### src/rtl/dcache_mem_pkg.sv
// Shared types and size helpers for the Dcache memory responder.
package dcache_mem_pkg;

    typedef enum logic [1:0] {
        S_IDLE,
        S_RD,
        S_RESP
    } state_t;

    localparam int WORD_BYTES = 4;
    localparam int WORD_W     = 8 * WORD_BYTES;
    localparam int BO         = $clog2(WORD_BYTES);

    localparam int LINE_WORDS_DEF = 4;
    localparam int LINE_W_DEF     = WORD_W * LINE_WORDS_DEF;
    localparam int CNT_W_DEF      = $clog2(LINE_WORDS_DEF) + 1;

    function automatic int cnt_w(int lw);
        return $clog2(lw) + 1;
    endfunction

    function automatic int off_w(int lw);
        return $clog2(lw) + BO;
    endfunction

    function automatic int line_w(int lw);
        return WORD_W * lw;
    endfunction

endpackage

### src/rtl/dcache_mem_wbuf.sv
// One-entry posted write buffer; a load wins over a drain in the same cycle.
module dcache_mem_wbuf
    import dcache_mem_pkg::*;
#(
    parameter int ADDR_W = 32
) (
    input  logic                  clk,
    input  logic                  rst,
    input  logic                  load,
    input  logic                  drain,
    input  logic [ADDR_W-1:0]     ld_addr,
    input  logic [WORD_W-1:0]     ld_data,
    input  logic [WORD_BYTES-1:0] ld_strb,
    output logic                  valid,
    output logic [ADDR_W-1:0]     addr,
    output logic [WORD_W-1:0]     data,
    output logic [WORD_BYTES-1:0] strb
);

    always_ff @(posedge clk) begin
        if (rst) begin
            valid <= 1'b0;
            addr  <= '0;
            data  <= '0;
            strb  <= '0;
        end else if (load) begin
            valid <= 1'b1;
            addr  <= ld_addr;
            data  <= ld_data;
            strb  <= ld_strb;
        end else if (drain) begin
            valid <= 1'b0;
        end
    end

endmodule

### src/rtl/dcache_mem_responder.sv
// Dcache line-refill / write-through responder onto a req/gnt/rvalid RAM port.
// DCACHE_MEM_WBUF_EN enables the one-entry posted write buffer.
module dcache_mem_responder
    import dcache_mem_pkg::*;
#(
    parameter int LINE_WORDS = 4,
    parameter int ADDR_W     = 32
) (
    input  logic                         clk,
    input  logic                         rst,
    input  logic                         dcache_mem_req,
    input  logic                         dcache_mem_wr,
    input  logic                         dcache_mem_uncached,
    input  logic [ADDR_W-1:0]            dcache_mem_addr,
    input  logic [31:0]                  dcache_mem_wdata,
    input  logic [3:0]                   dcache_mem_wstrb,
    output logic                         mem_dcache_addrOK,
    output logic                         mem_dcache_dataOK,
    output logic [32*LINE_WORDS-1:0]     mem_dcache_rdata,
    output logic                         ram_req,
    output logic                         ram_we,
    output logic [ADDR_W-1:0]            ram_addr,
    output logic [31:0]                  ram_wdata,
    output logic [3:0]                   ram_wstrb,
    input  logic                         ram_gnt,
    input  logic                         ram_rvalid,
    input  logic [31:0]                  ram_rdata
);

    localparam int CW = cnt_w(LINE_WORDS);
    localparam int OW = off_w(LINE_WORDS);
    localparam int LW = line_w(LINE_WORDS);

    state_t state_q, state_d;

    logic [ADDR_W-1:0] base_q;
    logic [CW-1:0]     n_q, iss_q, rcv_q;
    logic              unc_q;
    logic [LINE_WORDS-1:0][WORD_W-1:0] line_q, line_nx;
    logic [LW-1:0]     rdata_q;

    logic              wb_valid;
    logic [ADDR_W-1:0] wb_addr;
    logic [31:0]       wb_data;
    logic [3:0]        wb_strb;
    logic              rd_acc, rd_issue, rd_last, wr_ok;
    logic [ADDR_W-1:0] wr_addr;
    logic              unused_addr;

    assign wr_addr     = {dcache_mem_addr[ADDR_W-1:BO], {BO{1'b0}}};
    assign unused_addr = ^dcache_mem_addr[BO-1:0];

`ifdef DCACHE_MEM_WBUF_EN
    logic wb_load;

    assign wb_load = dcache_mem_req & dcache_mem_wr
                   & (~wb_valid | ram_gnt) & ~rst;
    assign wr_ok   = wb_load;
    assign rd_acc  = (state_q == S_IDLE) & dcache_mem_req
                   & ~dcache_mem_wr & ~wb_valid & ~rst;

    dcache_mem_wbuf #(
        .ADDR_W (ADDR_W)
    ) u_wbuf (
        .clk     (clk),
        .rst     (rst),
        .load    (wb_load),
        .drain   (wb_valid & ram_gnt),
        .ld_addr (wr_addr),
        .ld_data (dcache_mem_wdata),
        .ld_strb (dcache_mem_wstrb),
        .valid   (wb_valid),
        .addr    (wb_addr),
        .data    (wb_data),
        .strb    (wb_strb)
    );
`else
    // Without a buffer the write itself occupies the RAM port from idle.
    assign wb_valid = (state_q == S_IDLE) & dcache_mem_req
                    & dcache_mem_wr & ~rst;
    assign wb_addr  = wr_addr;
    assign wb_data  = dcache_mem_wdata;
    assign wb_strb  = dcache_mem_wstrb;
    assign wr_ok    = wb_valid & ram_gnt;
    assign rd_acc   = (state_q == S_IDLE) & dcache_mem_req
                    & ~dcache_mem_wr & ~rst;
`endif

    assign rd_issue = (state_q == S_RD) & (iss_q < n_q) & ~wb_valid;
    assign rd_last  = (state_q == S_RD) & ram_rvalid
                    & (rcv_q + CW'(1) == n_q);

    always_ff @(posedge clk) begin
        if (rst) state_q <= S_IDLE;
        else     state_q <= state_d;
    end

    always_comb begin
        state_d = state_q;
        unique case (state_q)
            S_IDLE:  if (rd_acc)  state_d = S_RD;
            S_RD:    if (rd_last) state_d = S_RESP;
            S_RESP:  state_d = S_IDLE;
            default: state_d = S_IDLE;
        endcase
    end

    always_comb begin
        ram_req   = 1'b0;
        ram_we    = 1'b0;
        ram_addr  = '0;
        ram_wdata = '0;
        ram_wstrb = '0;
        if (wb_valid) begin
            ram_req   = 1'b1;
            ram_we    = 1'b1;
            ram_addr  = wb_addr;
            ram_wdata = wb_data;
            ram_wstrb = wb_strb;
        end else if (rd_issue) begin
            ram_req  = 1'b1;
            ram_addr = base_q + (ADDR_W'(iss_q) << BO);
        end
        mem_dcache_addrOK = rd_acc | wr_ok;
        mem_dcache_dataOK = (state_q == S_RESP);
    end

    always_comb begin
        line_nx = line_q;
        for (int i = 0; i < LINE_WORDS; i++) begin
            if (ram_rvalid && rcv_q == CW'(i)) line_nx[i] = ram_rdata;
        end
    end

    always_ff @(posedge clk) begin
        if (rst) begin
            base_q  <= '0;
            n_q     <= '0;
            iss_q   <= '0;
            rcv_q   <= '0;
            unc_q   <= 1'b0;
            line_q  <= '0;
            rdata_q <= '0;
        end else if (rd_acc) begin
            base_q <= dcache_mem_uncached ? wr_addr
                    : {dcache_mem_addr[ADDR_W-1:OW], {OW{1'b0}}};
            n_q    <= dcache_mem_uncached ? CW'(1) : CW'(LINE_WORDS);
            iss_q  <= '0;
            rcv_q  <= '0;
            unc_q  <= dcache_mem_uncached;
        end else if (state_q == S_RD) begin
            if (rd_issue && ram_gnt) iss_q <= iss_q + CW'(1);
            if (ram_rvalid)          rcv_q <= rcv_q + CW'(1);
            line_q <= line_nx;
            // Output line only changes on completion so it holds between reads.
            if (rd_last) rdata_q <= unc_q ? LW'(line_nx[0]) : line_nx;
        end
    end

    assign mem_dcache_rdata = rdata_q;

endmodule

### config.mk
export PLATFORM = sky130hd
export DESIGN_NAME = dcache_mem_responder
export DESIGN_NICKNAME = d
export VERILOG_FILES = /design/src/rtl/dcache_mem_pkg.sv /design/src/rtl/dcache_mem_wbuf.sv /design/src/rtl/dcache_mem_responder.sv
export SDC_FILE = /design/constraint.sdc
export NUM_CORES = 1
export LEC_CHECK = 0
export CORE_ASPECT_RATIO = 1.1
export CORE_MARGIN = 10
export CORE_UTILIZATION = 50
export DETAILED_ROUTE_END_ITERATION = 12
export PLACE_DENSITY = 0.8
export SLEW_MARGIN = 40
export SYNTH_ARGS = -nofsm -noshare
export SYNTH_HDL_FRONTEND = slang
export SYNTH_SLANG_ARGS = --single-unit
### constraint.sdc
create_clock -name clk -period 5.3 [get_ports clk]
set_clock_uncertainty 0.1 [all_clocks]
set_input_delay 0.795 -clock clk [delete_from_list [all_inputs] [get_ports clk]]
set_output_delay 0.795 -clock clk [all_outputs]
set_load 0.02 [all_outputs]
==> flow_summary.ini <==
[worst_setup_path]
worst_path_max_delay_cell = clkdlybuf4s50_1
rr_worst_depth = 6
crit_path_max_incr_delay_ps = 640
cp-end-kind = output port
r2r_start = n_q[0]
cp-start-kind = flop
regToRegSetupSlack_ps = 2480
cp_max_fo = 8
critPathArrivalTime_ps = 3680
critPathLaunch = iss_q[0]
timing.rr.end = mem_dcache_rdata[41]
crit_required_ps = 4410
path_cells = ha_1 > inv_1 > fa_1 > nor2b_1 > o211ai_1 > buf_2 > or4b_1 > nand3_1 > clkdlybuf4s50_1
worstSetupPathType = reg -> out

[synthesis]
avgSynthCellArea_um2 = 8.45
synth_cell_type_count = 52
synthArstFlopShare_pct = 0
ys_warn_count = 0
syn-cell-area_mm2 = 0.0131
syn_inst = 1552
synth_flop_cell = dfxtp_1
ys_seq_elements = 296
synth_seq_area_share_pct = 45.2
yosys.area.top_type_share_pct = 45.2
synth_compound_area_share_pct = 16.5
yosysTopAreaCell = dfxtp_1
synth.area.mux_share_pct = 10.0
synth-adder-area-share_pct = 1.11
synth.area.top_cells = dfxtp_1 (45%), mux2i_1 (10%), nand2_1 (8.2%)
synth_xor_xnor_area_share_pct = 0.868
synth-simple-area-share_pct = 21.6
synth_top_family_by_area = simple AND/OR/NAND/NOR gates
synth_edf_count = 0

[floorplanning]
row_count = 62
initial_core_util_pct = 50.5
die-area_mm2 = 0.0331
die_h_um = 190
fp.dieW_um = 174
ios = 307
core_mm2 = 0.0260

[sta]
slew_violations = 0
rsz0062_at_grt = false
slew-limit-headroom_pct = 43.0
fin_crit_sh_pct = 86.4
fin_crit_ps = 4580
setup_viol = 0
holdWs_ps = 350
timing.final.ws_setup_ps = 720
fmax_ghz = 0.218
hold_viol = 0
fin_tns_setup_ps = 0
worst_pin_slew_ps = 854

[min_path]
min_from = mem_dcache_rdata[34]
hold_end = mem_dcache_rdata[34]
hp-class = reg -> reg
min_path_cells = 2

[pwr]
p_per_area_mw_per_mm2 = 291
p_leak_nw = 6.54
ir_drop_uv = 286

[final_layout]
fill_cells = 2075
area_growth_pct = 32.2
nNetsFinal = 1889
layout.cells.non_filler = 2146
ff_latch_area_mm2 = 0.00593
final_area_mm2 = 0.0173
multiInputGateArea_mm2 = 0.00662
diodes = 0
drive_above_1_share_pct = 5.24

[status]
status = finished, final reports clean

[drt]
drt_first_pass_iters = 5
drc = 0
drt_iter0_markers = 1107
wl_um = 41000
postRouteAntennaNets = 0
viasPerCell = 5.64
vias = 12100
wl_per_cell_um = 19.1

[place]
place_congestion = 0.917
postPlaceCellArea_mm2 = 0.0163
dp_hpwl_um = 28700
post-place-cells = 2090
port_buffers = 302
dp_slack_ps = 1110

[job]
max_cap_viol_count = 0

[global_routing]
grt_pass1_vias = 11500
grt_start_max_net_pins = 99
grt_pass1_wl_um = 63700
gr-total-overflow = 0
track_usage_pct = 23.3
antenna_found_initial = 0

[cts]
cts_tree = built
postCtsSetupRepairBufs = 0
cts-resized-gates = 0
cts_sinks = 296
worstSkewPairLatency_ps = 550
cts.clk_slew.worst_paths_ps = 60
htreeDepth = 1
clk_path_buf_depth = 3
cts_buffers = 30
holdBufCountCts = 0
root_buffer = clkbuf_16
[registers in the layout, summed over array words and instances (netlist names)]
register          flops
base_q               30
iss_q                 3
line_q              128
mem_dcache_rdata    128
n_q                   2
rcv_q                 3
state_q               2
[layout make-up]
type / count / area share [%]
Inverter: 12 / 0.260
Tap cell: 352 / 2.54
Clock buffer: 46 / 5.20
Timing Repair Buffer: 330 / 18.9
Multi-Input combinational cell: 1101 / 38.2
Sequential cell: 296 / 34.2
Clock inverter: 9 / 0.714
[cell families after synthesis]
family                     count (synthesis)
muxes                                    131
other                                      1
buffers and inverters                    156
xor gates and xnor gates                  13
AOI/OAI and AO/OA                        344
DFF                                      296
and+or+nand+nor                          600
adders and majority gates                 11
[power breakdown]
| part | total, mW | switching, mW | internal [mW] |
|---|---|---|---|
| clock network | 2.19 | 0.879 | 1.31 |
| registers | 2.34 | 0.0447 | 2.29 |
| logic | 0.516 | 0.294 | 0.222 |
[layout by cell type (no fill, tap or decap), types with 3 or more instances in the layout]
| cell type | count |
|---|---|
| nand4_1 | 5 |
| dfxtp_1 | 295 |
| or4_1 | 15 |
| inv_1 | 12 |
| xnor2_1 | 9 |
| or3_1 | 98 |
| nand2b_1 | 3 |
| bufinv_16 | 3 |
| and4_1 | 5 |
| ha_1 | 10 |
| o211ai_1 | 19 |
| mux2i_1 | 131 |
| nand3b_1 | 4 |
| nor2_2 | 3 |
| clkbuf_8 | 8 |
| or2_2 | 4 |
| clkbuf_16 | 31 |
| nand2_1 | 287 |
| clkinv_2 | 5 |
| o21ai_0 | 17 |
| or4b_1 | 3 |
| buf_6 | 3 |
| xor2_1 | 4 |
| nor2_1 | 92 |
| buf_4 | 21 |
| a21oi_1 | 179 |
| nand3_1 | 28 |
| a211oi_1 | 82 |
| a22o_1 | 26 |
| o2111ai_1 | 3 |
| clkdlybuf4s50_1 | 301 |
| clkbuf_1 | 8 |
| a32oi_1 | 6 |
| and3_1 | 36 |
[stage by stage]
stage / power, mW / util, %
floorplan: 2.66 / -
global placement: 2.88 / 62.4
detailed placement: 2.89 / 62.7
CTS: 5.07 / 66.6
global route: 5.21 / 66.7
finish: 5.04 / 66.7
[worst max path at each step]
stage | slack, ps | end
after global placement | 1120 | ram_addr[31]
after detailed placement | 1110 | ram_addr[6]
after CTS | 710 | ram_addr[28]
after floorplan | 2140 | ram_addr[20]
after global routing | 550 | ram_addr[28]
final | 720 | ram_addr[28]
[cell usage after synthesis, drive strengths merged (3+ instances only)]
| cell | n |
|---|---|
| a211oi | 83 |
| a21oi | 179 |
| a22o | 26 |
| a32oi | 6 |
| and2 | 3 |
| and3 | 36 |
| and4 | 5 |
| buf | 19 |
| clkbuf | 125 |
| dfxtp | 296 |
| ha | 10 |
| inv | 12 |
| mux2i | 131 |
| nand2 | 288 |
| nand2b | 3 |
| nand3 | 28 |
| nand3b | 4 |
| nand4 | 5 |
| nor2 | 95 |
| nor2b | 3 |
| nor3 | 3 |
| o2111ai | 3 |
| o211ai | 19 |
| o21ai | 17 |
| or2 | 4 |
| or3 | 99 |
| or4 | 15 |
| or4b | 4 |
| xnor2 | 9 |
| xor2 | 4 |
[critical path, delay by kind of cell (launching register included)]
family,cells,cell delay (ps)
fa+ha+maj,2,600
compound gates,1,240
buf+inv,3,950
simple gates,3,940
flops,1,410
[layer usage]
layer / track usage [%] / vias to the layer above / part of all wire (%)
met4: 8.39 / 0 / 3.4
met3: 6.09 / 60 / 8.3
li1: - / 5910 / -
met1: 30.1 / 5677 / 43
met2: 36.8 / 457 / 45
met5: 0 / - / 0
Power figures use the tool's default switching activity.
